--- src/rtl/seg_display_scanner.sv ---
// ----------------------------------------------------------------------------
// seg_display_scanner
//
// Time-multiplexes a 4-digit common-anode seven-segment display for the
// one-second countdown stage. In RUN the BCD seconds pair is shown on the two
// right-hand digits (tens on digit 1, units on digit 0) and the left two
// digits are blank. While the countdown fail flag is high the block sits in
// ALARM and shows a blinking "FAIL" across all four digits.
//
// The seconds pair is captured once per frame, at the end of the last digit,
// so a single frame always shows one coherent value.
//
// Parameters:
//   CLK_HZ      input clock frequency
//   REFRESH_HZ  digit-advance rate (CLK_HZ/REFRESH_HZ cycles per digit)
//   BLINK_HZ    alarm blink rate (CLK_HZ/(2*BLINK_HZ) cycles per half-period)
//
// Ports:
//   clk           system clock, rising edge
//   reset         asynchronous, active-low reset
//   secondsLEFT   BCD tens digit
//   secondsRIGHT  BCD units digit
//   fail          countdown-expired flag, level, synchronous to clk
//   an[3:0]       digit anodes, active-low one-hot, an[0] = rightmost digit
//   seg[6:0]      cathodes {g,f,e,d,c,b,a}, active-low
//   dp            decimal point, active-low, held off (1)
//   alarm         high while the FSM is in ALARM
//
// Build option:
//   LEADING_ZERO_BLANK_EN  when defined, a zero tens digit is blanked in RUN
//                          unless the units digit is also zero ("00").
// ----------------------------------------------------------------------------
module seg_display_scanner #(
    parameter int CLK_HZ     = 100_000_000,
    parameter int REFRESH_HZ = 1000,
    parameter int BLINK_HZ   = 2
) (
    input  logic       clk,
    input  logic       reset,
    input  logic [3:0] secondsLEFT,
    input  logic [3:0] secondsRIGHT,
    input  logic       fail,
    output logic [3:0] an,
    output logic [6:0] seg,
    output logic       dp,
    output logic       alarm
);

    // ------------------------------------------------------------------------
    // Derived timing constants
    // ------------------------------------------------------------------------
    localparam int DIGIT_TICKS = CLK_HZ / REFRESH_HZ;
    localparam int BLINK_TICKS = CLK_HZ / (2 * BLINK_HZ);
    localparam int DW = (DIGIT_TICKS > 1) ? $clog2(DIGIT_TICKS) : 1;
    localparam int BW = (BLINK_TICKS > 1) ? $clog2(BLINK_TICKS) : 1;

    localparam logic [DW-1:0] DWELL_LAST = DW'(DIGIT_TICKS - 1);
    localparam logic [BW-1:0] BLINK_LAST = BW'(BLINK_TICKS - 1);

    // ------------------------------------------------------------------------
    // Segment patterns, {g,f,e,d,c,b,a}, active-low
    // ------------------------------------------------------------------------
    localparam logic [6:0] SEG_BLANK = 7'b1111111;
    localparam logic [6:0] SEG_DASH  = 7'b0111111;
    localparam logic [6:0] SEG_F     = 7'b0001110;
    localparam logic [6:0] SEG_A     = 7'b0001000;
    localparam logic [6:0] SEG_I     = 7'b1111001;
    localparam logic [6:0] SEG_L     = 7'b1000111;

    typedef enum logic {
        ST_RUN   = 1'b0,
        ST_ALARM = 1'b1
    } state_t;

    function automatic logic [6:0] bcd_to_seg(input logic [3:0] v);
        logic [6:0] s;
        case (v)
            4'd0:    s = 7'b1000000;
            4'd1:    s = 7'b1111001;
            4'd2:    s = 7'b0100100;
            4'd3:    s = 7'b0110000;
            4'd4:    s = 7'b0011001;
            4'd5:    s = 7'b0010010;
            4'd6:    s = 7'b0000010;
            4'd7:    s = 7'b1111000;
            4'd8:    s = 7'b0000000;
            4'd9:    s = 7'b0010000;
            default: s = SEG_DASH;   // non-BCD input
        endcase
        return s;
    endfunction

    // ------------------------------------------------------------------------
    // State
    // ------------------------------------------------------------------------
    state_t          state_q;
    state_t          state_d;
    logic [DW-1:0]   dwell_cnt_q;
    logic [1:0]      idx_q;
    logic [BW-1:0]   blink_cnt_q;
    logic            blink_on_q;
    logic [3:0]      snap_l_q;
    logic [3:0]      snap_r_q;
    logic [3:0]      an_d;
    logic [6:0]      seg_d;
    logic            tick;

    assign tick = (dwell_cnt_q == DWELL_LAST);

    // ------------------------------------------------------------------------
    // Dwell counter and digit index
    // ------------------------------------------------------------------------
    // NOTE: sequential state uses non-blocking assignments so every register
    // samples pre-edge values and simulation order cannot change the result.
    always_ff @(posedge clk or negedge reset) begin
        if (!reset) begin
            dwell_cnt_q <= '0;
            idx_q       <= 2'd0;
        end else if (tick) begin
            dwell_cnt_q <= '0;
            idx_q       <= idx_q + 2'd1;   // 3 wraps to 0 naturally
        end else begin
            dwell_cnt_q <= dwell_cnt_q + 1'b1;
        end
    end

    // ------------------------------------------------------------------------
    // Frame snapshot: loaded as the last digit of a frame finishes, so the
    // next frame starts with a fresh, coherent value. Runs in ALARM too, so
    // RUN resumes with current time.
    // ------------------------------------------------------------------------
    always_ff @(posedge clk or negedge reset) begin
        if (!reset) begin
            snap_l_q <= 4'd0;
            snap_r_q <= 4'd0;
        end else if (tick && (idx_q == 2'd3)) begin
            snap_l_q <= secondsLEFT;
            snap_r_q <= secondsRIGHT;
        end
    end

    // ------------------------------------------------------------------------
    // Run/alarm FSM
    // ------------------------------------------------------------------------
    always_ff @(posedge clk or negedge reset) begin
        if (!reset) begin
            state_q <= ST_RUN;
        end else begin
            state_q <= state_d;
        end
    end

    // NOTE: every signal written in a combinational block is given a default
    // first, so no path leaves it unassigned and no latch is inferred.
    always_comb begin
        state_d = state_q;
        alarm   = 1'b0;
        case (state_q)
            ST_RUN: begin
                if (fail) begin
                    state_d = ST_ALARM;
                end
            end
            ST_ALARM: begin
                alarm = 1'b1;
                if (!fail) begin
                    state_d = ST_RUN;
                end
            end
            default: state_d = ST_RUN;
        endcase
    end

    // ------------------------------------------------------------------------
    // Blink generator: held cleared (phase on) outside ALARM, so every alarm
    // episode begins with the message visible for a full half-period.
    // ------------------------------------------------------------------------
    always_ff @(posedge clk or negedge reset) begin
        if (!reset) begin
            blink_cnt_q <= '0;
            blink_on_q  <= 1'b1;
        end else if (state_q != ST_ALARM) begin
            blink_cnt_q <= '0;
            blink_on_q  <= 1'b1;
        end else if (blink_cnt_q == BLINK_LAST) begin
            blink_cnt_q <= '0;
            blink_on_q  <= ~blink_on_q;
        end else begin
            blink_cnt_q <= blink_cnt_q + 1'b1;
        end
    end

    // ------------------------------------------------------------------------
    // Digit content for the current index
    // ------------------------------------------------------------------------
    always_comb begin
        an_d  = ~(4'b0001 << idx_q);
        seg_d = SEG_BLANK;
        if (state_q == ST_ALARM) begin
            case (idx_q)
                2'd3:    seg_d = SEG_F;
                2'd2:    seg_d = SEG_A;
                2'd1:    seg_d = SEG_I;
                default: seg_d = SEG_L;
            endcase
            // Off phase darkens the display; the index keeps scanning.
            if (!blink_on_q) begin
                an_d = 4'b1111;
            end
        end else begin
            case (idx_q)
                2'd0: seg_d = bcd_to_seg(snap_r_q);
                2'd1: begin
`ifdef LEADING_ZERO_BLANK_EN
                    if ((snap_l_q == 4'd0) && (snap_r_q != 4'd0)) begin
                        seg_d = SEG_BLANK;
                    end else begin
                        seg_d = bcd_to_seg(snap_l_q);
                    end
`else
                    seg_d = bcd_to_seg(snap_l_q);
`endif
                end
                default: seg_d = SEG_BLANK;
            endcase
        end
    end

    // ------------------------------------------------------------------------
    // Registered display outputs: glitch-free drive to the pins, one cycle
    // behind the index/state registers.
    // ------------------------------------------------------------------------
    always_ff @(posedge clk or negedge reset) begin
        if (!reset) begin
            an  <= 4'b1111;
            seg <= SEG_BLANK;
        end else begin
            an  <= an_d;
            seg <= seg_d;
        end
    end

    assign dp = 1'b1;

endmodule

--- config.mk ---
export PLATFORM = sky130hd
export DESIGN_NAME = seg_display_scanner
export DESIGN_NICKNAME = d
export VERILOG_FILES = /design/src/rtl/seg_display_scanner.sv
export SDC_FILE = /design/constraint.sdc
export NUM_CORES = 1
export LEC_CHECK = 0
export ABC_AREA = 1
export ABC_CLOCK_PERIOD_IN_PS = 1300
export CAP_MARGIN = 20
export CORE_ASPECT_RATIO = 0.8
export CORE_MARGIN = 2
export CORE_UTILIZATION = 25
export DETAILED_ROUTE_END_ITERATION = 6
export PLACE_DENSITY = 0.41
export SYNTH_ARGS = -nofsm -noshare
export SYNTH_HDL_FRONTEND = slang
export SYNTH_SLANG_ARGS = --single-unit
--- constraint.sdc ---
create_clock -name clk -period 1.3 [get_ports clk]
set_input_delay 0.195 -clock clk [delete_from_list [all_inputs] [get_ports clk]]
set_output_delay 0.195 -clock clk [all_outputs]
set_load 0.03 [all_outputs]
Yosys cells after proc, flatten, opt, wreduce, memory -nomap -nowiden:

Memory sizes are Yosys's and may differ from the RTL's.
Index checks and enable logic that the tools add are counted.
W data, S select, Z words.

* multiply operators: 0
* bitwise operators: 2
* divide/modulo/power cells: 0
* multiplexer cells: 12
* shift operators: 1
* equality and inequality tests: 6
* magnitude comparators: 0
* add/sub/neg operators: 3
* reductions and logical operators: 2

Operators by type and width (number)
* $mux W25: 2
* $add A25 B1 Y25 const B: 1
* $eq A25 B25 Y1 const B: 1
* $pmux W7 S3: 1
* $add A17 B1 Y17 const B: 1
* $eq A17 B17 Y1 const B: 1
* $mux W17: 1
* $pmux W7 S2: 1
* $mux W4: 2
* $mux W7: 1
* $eq A2 B2 Y1 const B: 2
* $mux W1: 4
* $not A4 Y4: 1
* $shl A1 B2 Y4 const A: 1
* $add A2 B1 Y2 const B: 1
* $eq A2 B1 Y1 const B: 1
* $logic_not A2 Y1: 1
* $ne A2 B1 Y1 const B: 1
* $logic_and A1 B1 Y1: 1
* $not A1 Y1: 1

* memories kept: 2
* bits in registers: 65
* logic and storage cells: 37
* bits of input ports: 11
* bits in writable memories: 0
* bits in read-only memories: 224
* bits in latches: 0

Memory list
* (no name shown): depth 16, bits a word 7, rd ports 1, clocked after memory_dff 0, wr ports 0, RTL line 77 `case (v)`
* (no name shown): depth 16, bits a word 7, rd ports 1, clocked after memory_dff 0, wr ports 0, RTL line 77

Logic depth before layout (Yosys ltp):

* depth in word-level cells: 4
* depth in mapped cells: 10
* mapped depth without buffers: 10

Worst setup path after synthesis:

OpenSTA, ideal clock, no wires.

* path kind: reg-to-reg
* start: reg dwell_cnt_q[0]
* end: reg snap_r_q[3]
* path slack: -0.091 ns
* library setup time: 0.117 ns
* arrival: 1.274 ns
* required time: 1.183 ns
* cell stages (with the launch flop): 10
* path through: dfrtp_1 ha_1 nand2_2 nor2_4 inv_2 nor2_4 nand3_4 buf_6 nand2_2 o21ai_2

* longest elaborated chain between the ends: 2

Ends and longest elaborated chain
* start, declared: RTL line 98 `logic [DW-1:0] dwell_cnt_q;`
* start signal, assigned: RTL line 123 `dwell_cnt_q <= dwell_cnt_q + 1'b1;`
* $eq A17 B17 Y1: RTL line 108 `assign tick = (dwell_cnt_q == DWELL_LAST);`
* $logic_and A1 B1 Y1: RTL line 136 `end else if (tick && (idx_q == 2'd3)) begin`
* end signal, assigned: RTL line 138 `snap_r_q <= secondsRIGHT;`
* end, declared: RTL line 103 `logic [3:0] snap_r_q;`

Every way passes these cells.
A chain may end at the register's enable or synchronous reset.

Final worst setup path:

* start: reg dwell_cnt_q[0]
* end: reg snap_r_q[2]

The elaborated chain is that of the path after synthesis.

==> impl_metrics.toml <==
[sta]
fin_setup_tns_ps = -3503
setup_viol = 43
hold_ws_ps = 276.8
finalCritPeriodShare = 1.110
period_minus_slack_ps = 1443
finalHoldViolations = 0
slew_viol_final = 0
finClkSkew_ps = 7.769
fmax_mhz = 693.1
worst_slack_ps = -142.9
rsz0062_at_grt = "true"

[place]
io_buffers = 22
pre_cts_slack_ps = -162.9
hpwl_um = 7595
gp_congestion = 0.8398

[worst_setup_path]
worstPathRequired_ps = 1520
cp_max_fo = 8
endpoint_kind = "flop"
slowest_delay_ps = 350
cp_slowest_cell = "dfrtp_1"
critPathLaunchType = "flop"
critical_path_class = "flop to flop"
path_cells = "ha_2 > nand2_2 > nor2_4 > inv_2 > nor2_4 > buf_12 > nand3_4 > nand2_2 > o21ai_2"
arrival_ps = 1660

[yosys]
ys_seq_area_frac = 0.4323
synth_cell_types = 37
synth_area_um2 = 3797
synthCells = 488
synthArstFlopShare = 1.000
yosysTopAreaCell = "dfrtp_1"
yosysMostFrequentCell = "nand2_1"
synth-edff-count = 0
synthFlopType = "dfrtp_1"
yosys_warnings = 0
synth.top_cells.by_area = "dfrtp_1, nand2_1, dfstp_2"
synth_common_cells = "nand2_1, nor2_1, inv_1"
syn_area_per_cell_um2 = 7.782
syn_nets = 517
synth_top_area_frac = 0.3493
yosys_register_bits = 65

[power]
vdd_drop_max_v = 0.0006669
power.share.combinational = 0.056
power.share.clock = 0.510
seq_power_share = 0.434
p_leak_nw = 2.606
swShare = 0.2254
power_switching_w = 0.001078
internal_power_w = 0.003703
totalPowerFinal_w = 0.004781
p_per_area_nw_per_um2 = 819.6

[global_route]
grt_pass1_wl_um = 17210
overflow = 0
grt_max_degree = 26
antenna_found_initial = 0
first_global_vias = 3491
grtUsageTotal = 0.1355

[detailed_routing]
detail_route.first_pass.iterations = 4
drt_iter0_drc = 120
drt-vias-per-instance = 4.228
vias = 3454
antenna_left = 0
drc = 0
totalWireLength_um = 10190
wl_per_cell_um = 12.47

[clocking]
cts_tree = "yes"
clk_path_buf_depth = 2
clock_sinks = 65
clk_pin_slew_ps = 60
clock_latency_ps = 330
cts_made_buffers = 9
root_buffer = "clkbuf_16"
cts_max_level = 3

[min_path]
hold_path.class = "primary input to asynchronous set/reset pin"

[cells_and_area]
layout.nets = 652
syn2layout_area_growth_pct = 53.61
antenna_cells = 0
final_core_util = 0.3911
drive_above_1_share = 0.4475

[floorplanning]
num_rows = 40
core_area_um2 = 14910
die_w_um = 141.8
floorplan.initialDensity = 0.2546
design.die.area_um2 = 16200
fp.dieH_um = 114.2
ioPinCount = 24

[job]
maxCapViolations = 0

[run_status]
violations = "setup timing"
status = "finished, violations left"
## power by group through the flow
| stage | Sequential [W] | Clock, W | Combinational (W) |
|---|---|---|---|
| floorplan | 0.00214 | 0 | 0.0000655 |
| global placement | 0.00211 | 0 | 0.000247 |
| detailed placement | 0.00211 | 0 | 0.000249 |
| CTS | 0.00207 | 0.00253 | 0.000270 |
| global route | 0.00208 | 0.00262 | 0.000297 |
| finish | 0.00208 | 0.00244 | 0.000268 |
## placed cells by master, fill, tap and decap left out, types with 7 or more instances in the layout
cell type,netlist,final
inv_1,63,52
o21ai_2,8,11
nand3_2,2,12
nor2_1,79,56
nand2_2,8,26
clkdlybuf4s50_1,0,9
nand4_1,9,9
inv_2,5,12
buf_6,1,7
nand2_1,126,105
ha_4,0,10
dfrtp_1,53,46
dfstp_2,12,12
xor2_1,12,11
buf_4,1,104
nor2_4,5,16
nand3_1,26,15
dfrtp_2,0,7
clkbuf_16,0,9
nor2_2,6,18
## flip-flops by register name, summed over array words and instances (netlist names)
name	flops
snap_r_q	4
snap_l_q	4
dwell_cnt_q	17
blink_cnt_q	25
seg	7
an	4
idx_q	2
state_q	1
blink_on_q	1
## kinds of logic (layout without fill, tap and decap cells)
kind of cell / after synthesis / in the layout / share of synthesized area
xor+xnor: 19 / 19 / 0.04382
compound gates: 36 / 36 / 0.06261
buf+inv: 72 / 211 / 0.07446
fa+ha+maj: 18 / 18 / 0.05931
simple gates: 277 / 278 / 0.3265
flops: 65 / 65 / 0.4323
other cells: 1 / 1 / 0.0009875
## worst paths after layout
kind	endpoint	cells past startpoint	slack (ps)	start
max reg2reg	snap_r_q[2]$_DFFE_PN0P_	9	-140	dwell_cnt_q[0]$_DFF_PN0_
min reg2reg	blink_on_q$_DFFE_PN1P_	2	480	blink_on_q$_DFFE_PN1P_
max	snap_r_q[2]$_DFFE_PN0P_	9	-140	dwell_cnt_q[0]$_DFF_PN0_
min	blink_cnt_q[22]$_DFF_PN0_	2	280	reset
max in group asynchronous	an[0]$_DFF_PN1_	3	510	reset
min in group clk	state_q$_DFF_PN0_	1	310	fail
## worst max-delay path, delay by kind of cell, from the launching register on
family	cells	cell delay [ps]
AO/OA/AOI/OAI	1	50
buffers and inverters	2	180
flip-flops	1	350
AND/OR/NAND/NOR	5	540
adder cells (fa/ha/maj)	1	190
## final cells by class
| type | instances | area, um^2 |
|---|---|---|
| multi-input combinational | 352 | 2326 |
| clock buffer | 13 | 250.2 |
| clock inverter | 3 | 40.04 |
| timing repair buffer | 127 | 1065 |
| inverter | 68 | 265.3 |
| tap | 189 | 236.5 |
| fill | 1530 | 9081 |
| sequential | 65 | 1650 |
## metal layers
layer  up-vias  share of wire  GRT usage
met5         -              0          0
met4         0          0.014    0.03933
met3        15          0.041    0.03597
met2        40           0.45     0.2110
met1      1608           0.50     0.1859
li1       1791              -          -
## timing repair
action | in CTS | in global routing
setup buffers | 7 | 7
hold buffers | 1 | 0
resized for setup | 73 | 61
setup endpoints to repair | 51 | 55
pin swaps | 28 | 44
hold endpoints to repair | 6 | 0
gates cloned | 1 | 0
## through the flow
| step | instance area [um^2] | std cells |
|---|---|---|
| floorplan | 3810 | 488 |
| global placement | 4925 | 786 |
| detailed placement | 4925 | 786 |
| CTS | 5548 | 811 |
| global route | 5833 | 817 |
| finish | 5833 | 817 |
(Power assumes the default switching activity.)
